**src/rtl/fu_alu_if.sv**
```systemverilog
// fu_alu_if: bundles the issue-side request and the register-file port
// signals of the fu_alu functional unit.
//   master : issue logic + external register file (drives requests and read data)
//   slave  : the ALU functional unit
interface fu_alu_if #(
    parameter int SIZE       = 32,
    parameter int REG_NUM    = 8,
    parameter int ALUOP_BITS = 3
);
    localparam int RW = $clog2(REG_NUM);

    // issue side
    logic [ALUOP_BITS-1:0]  ALUOp;
    logic [RW-1:0]          src_reg1;
    logic [RW-1:0]          src_reg2;
    logic                   use_imm;
    logic [SIZE-1:0]        imm;
    logic [RW-1:0]          dest_reg1;
    logic                   issue;

    // register file side
    logic [0:0][RW-1:0]     write_reg;
    logic [0:0][SIZE-1:0]   write_data;
    logic [1:0][RW-1:0]     read_reg;
    logic [1:0][SIZE-1:0]   read_data;
    logic                   RegWrite;
    logic                   Comp;

    modport master (
        output ALUOp, src_reg1, src_reg2, use_imm, imm, dest_reg1, issue, read_data,
        input  write_reg, write_data, read_reg, RegWrite, Comp
    );

    modport slave (
        input  ALUOp, src_reg1, src_reg2, use_imm, imm, dest_reg1, issue, read_data,
        output write_reg, write_data, read_reg, RegWrite, Comp
    );
endinterface

```
**src/rtl/fu_alu.sv**
```systemverilog
// fu_alu: single-issue integer ALU functional unit.
// Latches one issued op, reads its sources through the register file's two
// read ports, computes, and writes one result back (IDLE -> EXEC -> WB).
// Optional build macro FU_ALU_OUTREG_EN inserts an extra result stage
// (IDLE -> EXEC -> EXEC2 -> WB), adding one cycle of latency.
module fu_alu #(
    parameter int SIZE       = 32,
    parameter int REG_NUM    = 8,
    parameter int ALUOP_BITS = 3
) (
    input  logic     clk,
    input  logic     rst,
    fu_alu_if.slave  bus
);
    localparam int RW  = $clog2(REG_NUM);
    localparam int SHW = $clog2(SIZE);

    typedef enum logic [1:0] {
        S_IDLE  = 2'd0,
        S_EXEC  = 2'd1,
        S_EXEC2 = 2'd2,
        S_WB    = 2'd3
    } state_t;

    state_t state_q, state_d;

    // op fields captured at the issue edge
    logic [ALUOP_BITS-1:0]  op_p0;
    logic [RW-1:0]          src1_p0;
    logic [RW-1:0]          src2_p0;
    logic                   use_imm_p0;
    logic signed [SIZE-1:0] imm_p0;
    logic [RW-1:0]          dest_p0;

    logic signed [SIZE-1:0] opa, opb, alu_out;
    logic signed [SIZE-1:0] res_p1;
    logic signed [SIZE-1:0] res_wb;

    // Shift amount uses only the low log2(SIZE) bits of B; SLT compares signed.
    function automatic logic signed [SIZE-1:0] alu_calc(
        input logic [ALUOP_BITS-1:0]  op,
        input logic signed [SIZE-1:0] a,
        input logic signed [SIZE-1:0] b
    );
        logic signed [SIZE-1:0] r;
        r = '0;
        case (op)
            3'b000:  r = a + b;
            3'b001:  r = a - b;
            3'b010:  r = a & b;
            3'b011:  r = a | b;
            3'b100:  r = a ^ b;
            3'b101:  r = a << b[SHW-1:0];
            3'b110:  r = a >> b[SHW-1:0];
            3'b111:  r = {{(SIZE-1){1'b0}}, (a < b)};
            default: r = '0;
        endcase
        return r;
    endfunction

    // State register; reset drops any in-flight op.
    always_ff @(posedge clk or posedge rst) begin
        if (rst) state_q <= S_IDLE;
        else     state_q <= state_d;
    end

    // Next-state logic; issue is only accepted in IDLE, never queued.
    always_comb begin
        state_d = state_q;
        case (state_q)
            S_IDLE:  if (bus.issue) state_d = S_EXEC;
`ifdef FU_ALU_OUTREG_EN
            S_EXEC:  state_d = S_EXEC2;
`else
            S_EXEC:  state_d = S_WB;
`endif
            S_EXEC2: state_d = S_WB;
            S_WB:    state_d = S_IDLE;
            default: state_d = S_IDLE;
        endcase
    end

    // Stage p0: capture the issued op so later input changes cannot disturb it.
    always_ff @(posedge clk or posedge rst) begin
        if (rst) begin
            op_p0      <= '0;
            src1_p0    <= '0;
            src2_p0    <= '0;
            use_imm_p0 <= 1'b0;
            imm_p0     <= '0;
            dest_p0    <= '0;
        end else if (state_q == S_IDLE && bus.issue) begin
            op_p0      <= bus.ALUOp;
            src1_p0    <= bus.src_reg1;
            src2_p0    <= bus.src_reg2;
            use_imm_p0 <= bus.use_imm;
            imm_p0     <= bus.imm;
            dest_p0    <= bus.dest_reg1;
        end
    end

    // Operand select and compute during EXEC.
    always_comb begin
        opa     = bus.read_data[0];
        opb     = use_imm_p0 ? imm_p0 : bus.read_data[1];
        alu_out = alu_calc(op_p0, opa, opb);
    end

    // Stage p1: result registered at the end of EXEC.
    always_ff @(posedge clk or posedge rst) begin
        if (rst)                    res_p1 <= '0;
        else if (state_q == S_EXEC) res_p1 <= alu_out;
    end

`ifdef FU_ALU_OUTREG_EN
    logic signed [SIZE-1:0] res_p2;

    // Stage p2: extra output register at the end of EXEC2.
    always_ff @(posedge clk or posedge rst) begin
        if (rst)                     res_p2 <= '0;
        else if (state_q == S_EXEC2) res_p2 <= res_p1;
    end

    assign res_wb = res_p2;
`else
    assign res_wb = res_p1;
`endif

    // Register file drive: live peek of sources in IDLE, latched afterwards;
    // write port and completion are active only in WB.
    always_comb begin
        bus.read_reg[0]   = (state_q == S_IDLE) ? bus.src_reg1 : src1_p0;
        bus.read_reg[1]   = (state_q == S_IDLE) ? bus.src_reg2 : src2_p0;
        bus.RegWrite      = (state_q == S_WB);
        bus.Comp          = (state_q == S_WB);
        bus.write_reg[0]  = (state_q == S_WB) ? dest_p0 : '0;
        bus.write_data[0] = (state_q == S_WB) ? res_wb  : '0;
    end
endmodule

```
**src/flat_wrapper.sv**
```systemverilog
// flat-port wrapper written by rule: the top's interface ports become plain ports
module fu_alu_flat 
#(
    parameter int SIZE       = 32,
    parameter int REG_NUM    = 8,
    parameter int ALUOP_BITS = 3
)
  (clk, rst, bus_ALUOp, bus_src_reg1, bus_src_reg2, bus_use_imm, bus_imm, bus_dest_reg1, bus_issue, bus_read_data, bus_write_reg, bus_write_data, bus_read_reg, bus_RegWrite, bus_Comp);
  fu_alu_if #(.SIZE(SIZE), .REG_NUM(REG_NUM), .ALUOP_BITS(ALUOP_BITS)) bus_i ();
  input  logic clk;
  input  logic rst;
  input wire logic [$bits(bus_i.ALUOp)-1:0] bus_ALUOp;
  input wire logic [$bits(bus_i.src_reg1)-1:0] bus_src_reg1;
  input wire logic [$bits(bus_i.src_reg2)-1:0] bus_src_reg2;
  input wire logic [$bits(bus_i.use_imm)-1:0] bus_use_imm;
  input wire logic [$bits(bus_i.imm)-1:0] bus_imm;
  input wire logic [$bits(bus_i.dest_reg1)-1:0] bus_dest_reg1;
  input wire logic [$bits(bus_i.issue)-1:0] bus_issue;
  input wire logic [$bits(bus_i.read_data)-1:0] bus_read_data;
  output wire logic [$bits(bus_i.write_reg)-1:0] bus_write_reg;
  output wire logic [$bits(bus_i.write_data)-1:0] bus_write_data;
  output wire logic [$bits(bus_i.read_reg)-1:0] bus_read_reg;
  output wire logic [$bits(bus_i.RegWrite)-1:0] bus_RegWrite;
  output wire logic [$bits(bus_i.Comp)-1:0] bus_Comp;
  assign bus_i.ALUOp = bus_ALUOp;
  assign bus_i.src_reg1 = bus_src_reg1;
  assign bus_i.src_reg2 = bus_src_reg2;
  assign bus_i.use_imm = bus_use_imm;
  assign bus_i.imm = bus_imm;
  assign bus_i.dest_reg1 = bus_dest_reg1;
  assign bus_i.issue = bus_issue;
  assign bus_i.read_data = bus_read_data;
  assign bus_write_reg = bus_i.write_reg;
  assign bus_write_data = bus_i.write_data;
  assign bus_read_reg = bus_i.read_reg;
  assign bus_RegWrite = bus_i.RegWrite;
  assign bus_Comp = bus_i.Comp;
  fu_alu #(.SIZE(SIZE), .REG_NUM(REG_NUM), .ALUOP_BITS(ALUOP_BITS)) u_core (.clk(clk), .rst(rst), .bus(bus_i));
endmodule
```
**config.mk**
```make
export PLATFORM = sky130hd
export DESIGN_NAME = fu_alu_flat
export DESIGN_NICKNAME = d
export VERILOG_FILES = /design/src/rtl/fu_alu_if.sv /design/src/rtl/fu_alu.sv /design/src/flat_wrapper.sv
export SDC_FILE = /design/constraint.sdc
export NUM_CORES = 1
export LEC_CHECK = 0
export BUFFER_PORTS_ARGS = -buffer_cell sky130_fd_sc_hd__buf_4
export CAP_MARGIN = 20
export CORE_AREA = 4 4 162 164
export CTS_BUF_LIST = sky130_fd_sc_hd__clkbuf_4 sky130_fd_sc_hd__clkbuf_8
export CTS_CLUSTER_SIZE = 25
export DETAILED_ROUTE_END_ITERATION = 16
export DIE_AREA = 0 0 166 168
export HOLD_SLACK_MARGIN = 0.15
export PLACE_DENSITY = 0.69
export SLEW_MARGIN = 20
export SYNTH_ARGS = -nofsm -noshare
export SYNTH_HDL_FRONTEND = slang
export SYNTH_SLANG_ARGS = --single-unit
```
**constraint.sdc**
```tcl
create_clock -name clk -period 10.8 [get_ports clk]
set_input_delay 2.16 -clock clk [delete_from_list [all_inputs] [get_ports clk]]
set_output_delay 2.16 -clock clk [all_outputs]
set_load 0.02 [all_outputs]
```
==> results.md <==
- Sw power: 0.00286 W
- CTS sink count: 79
- Port Buffer Count: 154
- Sum Neg Setup Slack: 0 ps
- Ratio of cells with drive above 1 in the final layout: 0.166
- Worst Hold Class: register to register
- Clk pin slew, worst setup/hold paths: 110 ps
- ANT nets after route: 0
- CP arrival: 6080 ps
- Die height: 168 um
- DR vias/cell: 6.76
- Top-count cell post-synth: a21oi_1
- Netlist cell types: 77
- Syn_area_per_cell: 7.49 um2
- Setup Fix Bufs, Post-CTS: 0
- Initial core utilization: 0.490
- Internal cell power: 0.00193 W
- Synth area leaders: dfrtp_1 (16%), ha_1 (11%), mux2i_1 (9.5%)
- Final hold viol count: 0
- Synth cell count leaders: a21oi_1 (152), nand2_1 (146), nor2_1 (133)
- Critical Path Fanout Max: 74
- Post-synth ARST share: 1.00
- Post-synth EDFFs: 0
- First-pass GRT wire length: 79.8 mm
- Gr usage total: 0.371
- Root buf cell: clkbuf_8
- Placer Congestion: 1.04
- Post-Syn Area: 12200 um2
- Die area: 27900 um2
- Pins over their slew limit: 0
- Comb pwr share: 0.830
- Min Clock Period, post-route: 5800 ps
- CP Launch Type: primary input
- CTS HTree Levels: 3
- CTS tree: done
- Area share of the largest cell type after synthesis: 0.162
- # nets final: 1919
- Num rows: 58
- Worst Path Required: 11090 ps
- Io pins: 155
- Inserted Clock Buffers: 9
- Yosys reg bits: 79
- Initial DRC Count: 2038
- Worst clock skew: 30.7 ps
- Most used DFF post-synth: dfrtp_1
- Syn Nets: 1850
- Post-cts resize count: 0
- Period utilization: 0.537
- Slew margin rel.: 0.219
- Outcome: finished, final reports clean
- Slew @ Worst Pin: 1160 ps
- Seq/Total Area, Yosys: 0.162
- Dominant cell type by area after synthesis: dfrtp_1
- Crit. End Element: register
- Initial antenna violation count: 3
- Avg WL per Cell: 26.9 um
- Routed WL: 54.6 mm
- Mapped Cells: 1627
- CORE AREA: 24900 um2
- Setup violators final: 0
- Setup CP Type: primary input to register
- DR DRC count: 0
- Area Growth Syn to Fin: 12.3%
- Lkg Pwr: 6.16 nW
- Die W: 166 um
- Final Non-Filler Cells: 2032
- RSZ-0062 raised after global routing: false
- Vias in the first global route: 12500
- Placed cells: 2015
- Hold Buf Count CTS: 0
- Pre-Repair DR Iteration Count: 8
- Yosys warnings: 0
- Clock buffer depth: 2
- Detailed placement HPWL: 41.5 mm
- Largest net degree at the start of global routing: 75
- Seq pwr share: 0.117
- Maximum VDD drop: 0.213 mV
- Gr ovfl total: 0
- Max-cap violation count: 0
- Fmax: 0.172 GHz
- Switching Fraction: 0.598
- Clock latency at the later pin of the worst-skew pair: 410 ps
- Clock power frac: 0.053
- Routed vias: 13700
- Pwr dens: 350 nW/um2
## layer usage
metal  part of all wire  GRT usage  wire length [um]
met4              0.040      0.131              2210
met1               0.41      0.516             22100
met5            0.00066          0                36
met2               0.41      0.536             22600
met3               0.14      0.126              7640
## logic make-up after synthesis
kind of cell	Yosys count	synth area share
buf+inv	227	0.0724
simple gates	471	0.180
mux	184	0.167
fa+ha+maj	111	0.115
xor+xnor	34	0.0244
flops	79	0.162
compound gates	521	0.279
## placed cells by master, fill, tap and decap left out, types with 8 or more instances in the layout
cell type,n
nor4_1,11
nand4_1,10
o21a_1,8
nor3_1,21
a22oi_1,10
nand2b_1,10
a211oi_1,31
o21bai_1,8
and3_1,15
nor2_1,132
and2_1,39
clkbuf_8,9
mux2i_1,115
ha_1,108
a311oi_1,10
o21ai_0,90
a21oi_1,152
or3_1,8
inv_1,105
o31ai_1,10
nand2_1,145
mux2_2,58
a221oi_1,17
o211ai_1,31
dfrtp_1,78
nor2b_1,14
xnor2_1,30
a31oi_1,34
buf_4,175
o221ai_1,14
o22ai_1,21
a21o_1,17
nand3_1,44
## final timing paths
kind	depth (start not counted)	from	slack [ps]	to
worst max-delay path	12	bus_read_data[33]	5000	u_core.res_p1[9]
worst min-delay path	1	u_core.dest_p0[2]	520	u_core.dest_p0[2]
worst max register to register	12	u_core.use_imm_p0	5830	u_core.res_p1[30]
worst min register to register	1	u_core.dest_p0[2]	520	u_core.dest_p0[2]
max in group asynchronous	3	rst	7830	u_core.res_p1[0]
min in group asynchronous	2	rst	1840	u_core.state_q[1]
## stage by stage
step	hold slack [ps]	worst slack (ps)	util	total power [W]	instance area (um2)
after global routing	527	4720	0.550	0.00504	13700
after detailed placement	493	4740	0.542	0.00437	13500
after global placement	480	4850	0.542	0.00437	13500
final	515	5000	0.550	0.00479	13700
after floorplan	469	4970	-	0.00317	12200
after CTS	517	5140	0.550	0.00464	13700
## state kept, by name, summed over array words and instances, names as in the netlist
| signal | count |
|---|---|
| u_core.dest_p0 | 3 |
| u_core.imm_p0 | 32 |
| u_core.op_p0 | 3 |
| u_core.res_p1 | 32 |
| u_core.src1_p0 | 3 |
| u_core.src2_p0 | 3 |
| u_core.state_q | 2 |
| u_core.use_imm_p0 | 1 |
## power by group through the flow
| stage | Clock [W] | Combinational (W) | Sequential (W) |
|---|---|---|---|
| 2_1_floorplan | 0 | 0.00266 | 0.000511 |
| 3_3_place_gp | 0 | 0.00380 | 0.000561 |
| 3_5_place_dp | 0 | 0.00381 | 0.000565 |
| 4_1_cts | 0.000255 | 0.00383 | 0.000558 |
| 5_1_grt | 0.000264 | 0.00420 | 0.000576 |
| 6_report | 0.000252 | 0.00398 | 0.000561 |
## cell type report
cell class                      instances  area (um2)
Fill cell                            2511       11200
Multi-Input combinational cell       1321        9370
Sequential cell                        79        1980
Timing Repair Buffer                  175        1310
Inverter                              110         417
Tap cell                              330         413
Clock buffer                            9         124
Clock inverter                          7        73.8
Antenna cell                            1        2.50
## critical path, cell delays in order
cell,delay (ps)
buf_4,120
mux2i_4,180
buf_4,700
ha_1,400
o21bai_1,170
a21oi_1,160
o21a_1,250
o41ai_1,860
xnor2_1,180
a2111oi_0,520
a21oi_1,70
mux2_2,270
(Power assumes the default switching activity.)
